--- config.mk ---
export PLATFORM = sky130hd
export DESIGN_NAME = nco_burst_ctrl_flat
export DESIGN_NICKNAME = d
export VERILOG_FILES = /design/src/rtl/nco_burst_ctrl_if.sv /design/src/rtl/nco_burst_ctrl.sv /design/src/flat_wrapper.sv
export SDC_FILE = /design/constraint.sdc
export NUM_CORES = 1
export LEC_CHECK = 0
export ABC_AREA = 1
export CORE_ASPECT_RATIO = 1.25
export CORE_MARGIN = 2
export CORE_UTILIZATION = 58
export DETAILED_ROUTE_END_ITERATION = 12
export PLACE_DENSITY = 0.95
export SETUP_SLACK_MARGIN = 0.1
export SLEW_MARGIN = 20
export SYNTH_ARGS = -nofsm -noshare
export SYNTH_HDL_FRONTEND = slang
export SYNTH_SLANG_ARGS = --single-unit
--- constraint.sdc ---
create_clock -name clk -period 3 [get_ports clk]
set_input_delay 0.6 -clock clk [delete_from_list [all_inputs] [get_ports clk]]
set_output_delay 0.6 -clock clk [all_outputs]
set_load 0.05 [all_outputs]
--- src/rtl/nco_burst_ctrl_if.sv ---
// Burst-control bundle between the acquisition sequencer, the NCO core and the controller.
// The controller is the slave side; the sequencer/NCO/testbench drive the master side.
interface nco_burst_ctrl_if #(
  parameter int APR  = 32,
  parameter int CNTW = 16
);
  logic            start;
  logic            abort;
  logic [APR-1:0]  cfg_inc;
  logic [APR-1:0]  cfg_step;
  logic [CNTW-1:0] cfg_len;
  logic            nco_valid;
  logic            nco_clken;
  logic [APR-1:0]  nco_phi_inc;
  logic            smp_valid;
  logic [CNTW-1:0] smp_idx;
  logic            busy;
  logic            done;
  logic            err;

  modport slave (
    input  start, abort, cfg_inc, cfg_step, cfg_len, nco_valid,
    output nco_clken, nco_phi_inc, smp_valid, smp_idx, busy, done, err
  );

  modport master (
    output start, abort, cfg_inc, cfg_step, cfg_len, nco_valid,
    input  nco_clken, nco_phi_inc, smp_valid, smp_idx, busy, done, err
  );
endinterface

--- src/rtl/nco_burst_ctrl.sv ---
// Sequences an NCO core through one acquisition burst: pipeline fill, then exactly
// cfg_len qualified samples with an optional linear chirp on the phase increment.
module nco_burst_ctrl #(
  parameter int APR  = 32,
  parameter int CNTW = 16,
  parameter int LAT  = 8,
  parameter int TMO  = 4
) (
  input logic            clk,
  input logic            reset_n,
  nco_burst_ctrl_if.slave bus
);
  localparam int FW = $clog2(LAT + TMO + 1);

  typedef enum logic [1:0] {IDLE, PRIME, RUN, DONE} state_t;

  state_t          state;
  logic            clken_q, busy_q, done_q, err_q;
  logic [APR-1:0]  phi_q, step_q;
  logic [CNTW-1:0] len_q, idx_q;
  logic [FW-1:0]   fill_q;

  always_ff @(posedge clk or negedge reset_n) begin
    if (!reset_n) begin
      state   <= IDLE;
      clken_q <= 1'b0;
      busy_q  <= 1'b0;
      done_q  <= 1'b0;
      err_q   <= 1'b0;
      phi_q   <= '0;
      step_q  <= '0;
      len_q   <= '0;
      idx_q   <= '0;
      fill_q  <= '0;
    end else if (bus.abort) begin
      // abort drops the burst silently: no done pulse, err left as-is
      state   <= IDLE;
      clken_q <= 1'b0;
      busy_q  <= 1'b0;
      done_q  <= 1'b0;
      idx_q   <= '0;
    end else begin
      case (state)
        IDLE: begin
          done_q <= 1'b0;
          if (bus.start) begin
            step_q <= bus.cfg_step;
            len_q  <= bus.cfg_len;
            err_q  <= 1'b0;
            fill_q <= '0;
            if (bus.cfg_len != '0) begin
              state   <= PRIME;
              phi_q   <= bus.cfg_inc;
              clken_q <= 1'b1;
              busy_q  <= 1'b1;
            end else begin
              state  <= DONE;
              done_q <= 1'b1;
            end
          end
        end
        PRIME: begin
          if (bus.nco_valid) begin
            state <= RUN;
          end else if (fill_q == FW'(LAT + TMO - 1)) begin
            state   <= DONE;
            err_q   <= 1'b1;
            clken_q <= 1'b0;
            busy_q  <= 1'b0;
            done_q  <= 1'b1;
          end else begin
            fill_q <= fill_q + 1'b1;
          end
        end
        RUN: begin
          // chirp applies after each flagged sample; gaps in nco_valid hold everything
          if (bus.nco_valid) begin
            idx_q <= idx_q + 1'b1;
            phi_q <= phi_q + step_q;
            if (idx_q == len_q - CNTW'(1)) begin
              state   <= DONE;
              clken_q <= 1'b0;
              busy_q  <= 1'b0;
              done_q  <= 1'b1;
            end
          end
        end
        DONE: begin
          state  <= IDLE;
          done_q <= 1'b0;
          idx_q  <= '0;
        end
        default: state <= IDLE;
      endcase
    end
  end

  assign bus.nco_clken   = clken_q;
  assign bus.nco_phi_inc = phi_q;
  assign bus.smp_valid   = (state == RUN) & bus.nco_valid;
  assign bus.smp_idx     = idx_q;
  assign bus.busy        = busy_q;
  assign bus.done        = done_q;
  assign bus.err         = err_q;
endmodule

--- src/flat_wrapper.sv ---
// flat-port wrapper written by rule: the top's interface ports become plain ports
module nco_burst_ctrl_flat 
#(
  parameter int APR  = 32,
  parameter int CNTW = 16,
  parameter int LAT  = 8,
  parameter int TMO  = 4
)
  (clk, reset_n, bus_start, bus_abort, bus_cfg_inc, bus_cfg_step, bus_cfg_len, bus_nco_valid, bus_nco_clken, bus_nco_phi_inc, bus_smp_valid, bus_smp_idx, bus_busy, bus_done, bus_err);
  nco_burst_ctrl_if #(.APR(APR), .CNTW(CNTW)) bus_i ();
  input logic clk;
  input logic reset_n;
  input wire logic [$bits(bus_i.start)-1:0] bus_start;
  input wire logic [$bits(bus_i.abort)-1:0] bus_abort;
  input wire logic [$bits(bus_i.cfg_inc)-1:0] bus_cfg_inc;
  input wire logic [$bits(bus_i.cfg_step)-1:0] bus_cfg_step;
  input wire logic [$bits(bus_i.cfg_len)-1:0] bus_cfg_len;
  input wire logic [$bits(bus_i.nco_valid)-1:0] bus_nco_valid;
  output wire logic [$bits(bus_i.nco_clken)-1:0] bus_nco_clken;
  output wire logic [$bits(bus_i.nco_phi_inc)-1:0] bus_nco_phi_inc;
  output wire logic [$bits(bus_i.smp_valid)-1:0] bus_smp_valid;
  output wire logic [$bits(bus_i.smp_idx)-1:0] bus_smp_idx;
  output wire logic [$bits(bus_i.busy)-1:0] bus_busy;
  output wire logic [$bits(bus_i.done)-1:0] bus_done;
  output wire logic [$bits(bus_i.err)-1:0] bus_err;
  assign bus_i.start = bus_start;
  assign bus_i.abort = bus_abort;
  assign bus_i.cfg_inc = bus_cfg_inc;
  assign bus_i.cfg_step = bus_cfg_step;
  assign bus_i.cfg_len = bus_cfg_len;
  assign bus_i.nco_valid = bus_nco_valid;
  assign bus_nco_clken = bus_i.nco_clken;
  assign bus_nco_phi_inc = bus_i.nco_phi_inc;
  assign bus_smp_valid = bus_i.smp_valid;
  assign bus_smp_idx = bus_i.smp_idx;
  assign bus_busy = bus_i.busy;
  assign bus_done = bus_i.done;
  assign bus_err = bus_i.err;
  nco_burst_ctrl #(.APR(APR), .CNTW(CNTW), .LAT(LAT), .TMO(TMO)) u_core (.clk(clk), .reset_n(reset_n), .bus(bus_i));
endmodule
==> flow_summary.toml <==
[clocking]
cts_tree = "done"
cts_resized = 0
root_buffer = "clkbuf_16"
path_clk_slew_ns = 0.07
insertion_delay_ns = 0.35
clock_path_buffers = 2
cts_sinks = 105
cts_setup_buffers = 0
cts_buffers = 9
cts_max_level = 3
ctsHoldBuffers = 0

[layout]
num-fill-cells = 943
areaGrowthSynthToFinish_pct = 24.6
antennaDiodeCount = 0
layout_commonest_cell = "nand2_1"
drive_gt1_share_pct = 10.1
most-common-layout-cells = "247 x nand2_1, 135 x clkdlybuf4s50_1, 126 x nor2_1"
finalInstanceArea_um2 = 9330
nets = 1263

[worst_setup_path]
critPathCaptureType = "flop"
cp-start-kind = "flop"
worst_ep_required_time_ns = 3.23
cp_slowest_cell = "fa_1"
critPathArrivalTime_ns = 2.69
path_max_fanout = 5
worstSetupPathType = "flop to flop"
crit_buf_inv = 1
cp_slowest_stage_delay_ns = 0.44
crit_chain = "ha_1 > inv_1 > fa_1 > o21ai_2 > nand2_1 > nand2_1 > nand2_1 > nand2_1 > nand4_1 > nand2_1 > nor2_1 > o21ai_0 > nand2_1"
cp_top_family = "simple AND/OR/NAND/NOR gates"
path_common_cell = "nand2_1"

[timing]
fmax_mhz = 406
drv_slew = 0
rsz0062_at_grt = "false"
min_period_ns = 2.46
fin_crit_sh_pct = 82.1
skew_ns = 0.00910
finalHoldViolations = 0
finalSetupTns_ns = 0
setup_viol_count_final = 0
hold_slack_ns = 0.195
tightestPinTransition_ns = 0.544
max-slew-margin-rel_pct = 63.6

[grt]
grt_first_pass_wirelength_um = 35600
first_global_vias = 7549
grt_max_degree = 63
gr-total-overflow = 0
antenna_found_initial = 0
grt_usage_pct = 32.6

[logic_synthesis]
ys_async_sr_fraction_pct = 100
syn_nets = 1129
synth_xor_area_share_pct = 3.28
synthFlopType = "dfrtp_1"
ys_ff_latch = 105
ys_warn_count = 0
synthMuxAreaShare_pct = 5.11
synthDistinctLibCells = 47
syn_area_um2 = 7490
synth-edff-count = 0
syn_inst = 1005
yosys.area_share.simple_pct = 29.6
synth_top_family_by_area = "simple AND/OR/NAND/NOR gates"
synth_compound_area_share_pct = 13.2
synth-adder-area-share_pct = 6.62
ys_seq_area_share_pct = 35.1
avgSynthCellArea_um2 = 7.45

[run]
drv_cap = 0

[routing]
drt_wl_total_um = 22100
drc_errors = 0
drt_iter0_drc = 413
via_count = 7394
viasPerCell = 5.64
wl_per_cell_um = 16.8
ant_nets = 0
drt_pass1_iterations = 5

[power]
total_power_w = 0.0107
leakagePower_nw = 4.23
pwr_density_cell_nw_per_um2 = 1150
vdd_drop_max_mv = 0.815

[floorplan]
rows = 46
num_io_pins = 138
core_um2 = 12700
start_util_pct = 59.1
die_w_um = 106
fp.dieH_um = 131
dieArea_um2 = 13800

[run_status]
status = "completed"

[hold_path]
hold_class = "input pin to async pin"

[placed_design]
dpl_cell_area_um2 = 9040
place_hpwl_um = 17100
port_buffers = 137
globalplace.congestion = 0.977
[cells by family (layout without fill, tap and decap cells)]
kind of cell | after synthesis | count (layout)
adders and majority gates | 39 | 39
xor gates and xnor gates | 28 | 28
buffers and inverters | 129 | 267
AOI/OAI and AO/OA | 171 | 171
DFF | 105 | 105
muxes | 34 | 34
and+or+nand+nor | 499 | 499
[cell type report]
type,instances,area [µm²],share of cell area (%)
well taps,168,210,2.25
clock buffers,10,229,2.46
repair buffers,145,1460,15.7
inverters,107,402,4.31
clock inverters,5,61.3,0.657
multi-input cells,771,4330,46.5
flip-flops and latches,105,2630,28.2
[layer usage]
metal	up-vias	GRT usage (%)	wire length (µm)
met1	3468	36.1	8400
met3	75	4.76	1100
met2	285	60.9	11600
li1	3566	-	-
met5	-	0	0
met4	0	17.0	983
[sequential cells by signal, indices dropped and copies added (netlist names)]
name,count
u_core.len_q,16
u_core.bus.busy,1
u_core.state,2
u_core.bus.err,1
u_core.bus.nco_phi_inc,32
u_core.step_q,32
u_core.bus.done,1
u_core.bus.smp_idx,16
u_core.fill_q,4
[stage by stage]
step                      instances  util, %  worst slack [ns]
after floorplan                1005        -             0.608
after CTS                      1311     73.7             0.578
final                          1311     73.7             0.538
after global placement         1296     71.4             0.299
after global routing           1311     73.7             0.297
after detailed placement       1296     71.4             0.275
[report_power, final]
part,switching [W],internal [W]
logic,0.00448,0.00245
registers,0.000567,0.00199
clock network,0.000552,0.000652
total,0.00560,0.00509
[path summary, 6_finish.rpt]
check,start,to,slack (ns),cells past startpoint
worst max-delay path,u_core.bus.nco_phi_inc[0],u_core.bus.nco_phi_inc[26],0.54,13
max in group asynchronous,reset_n,u_core.bus.smp_idx[13],2.05,2
min in group clk,u_core.step_q[18],u_core.step_q[18],0.52,1
worst max register to register,u_core.bus.nco_phi_inc[0],u_core.bus.nco_phi_inc[26],0.54,13
worst min register to register,u_core.step_q[18],u_core.step_q[18],0.52,1
worst min-delay path,reset_n,u_core.step_q[0],0.20,1
[synthesized netlist by cell type, types with 2 or more instances]
library cell / n / area (µm²)
o21a_1: 5 / 37.5
or2_2: 4 / 25.0
inv_1: 99 / 372
a31oi_1: 5 / 31.3
a221oi_1: 2 / 17.5
nor2_4: 4 / 45.0
inv_2: 8 / 30.0
nand3_2: 6 / 60.1
o21bai_1: 4 / 30.0
nor4_1: 2 / 12.5
a21oi_2: 2 / 17.5
nor3_4: 3 / 48.8
ha_1: 38 / 475
o21ai_0: 56 / 280
nor2_2: 9 / 56.3
clkbuf_1: 8 / 30.0
nand2_4: 2 / 22.5
nand4_1: 13 / 81.3
xnor2_1: 9 / 78.8
nand2_1: 247 / 927
mux2_2: 34 / 383
nor3b_1: 2 / 15.0
o211ai_1: 4 / 30.0
o21ai_2: 3 / 26.3
nor3_1: 15 / 75.1
nor3_2: 3 / 30.0
nand2_2: 9 / 56.3
xor2_1: 19 / 166
o22ai_1: 2 / 12.5
buf_6: 3 / 33.8
a21oi_1: 79 / 395
a2111oi_4: 2 / 55.1
nand3_1: 48 / 240
nand3b_1: 4 / 30.0
nor2_1: 126 / 473
o21ai_1: 2 / 10.0
buf_4: 5 / 37.5
dfrtp_1: 105 / 2630
buf_2: 6 / 30.0
Note: power is estimated with default switching activity, not from simulation.
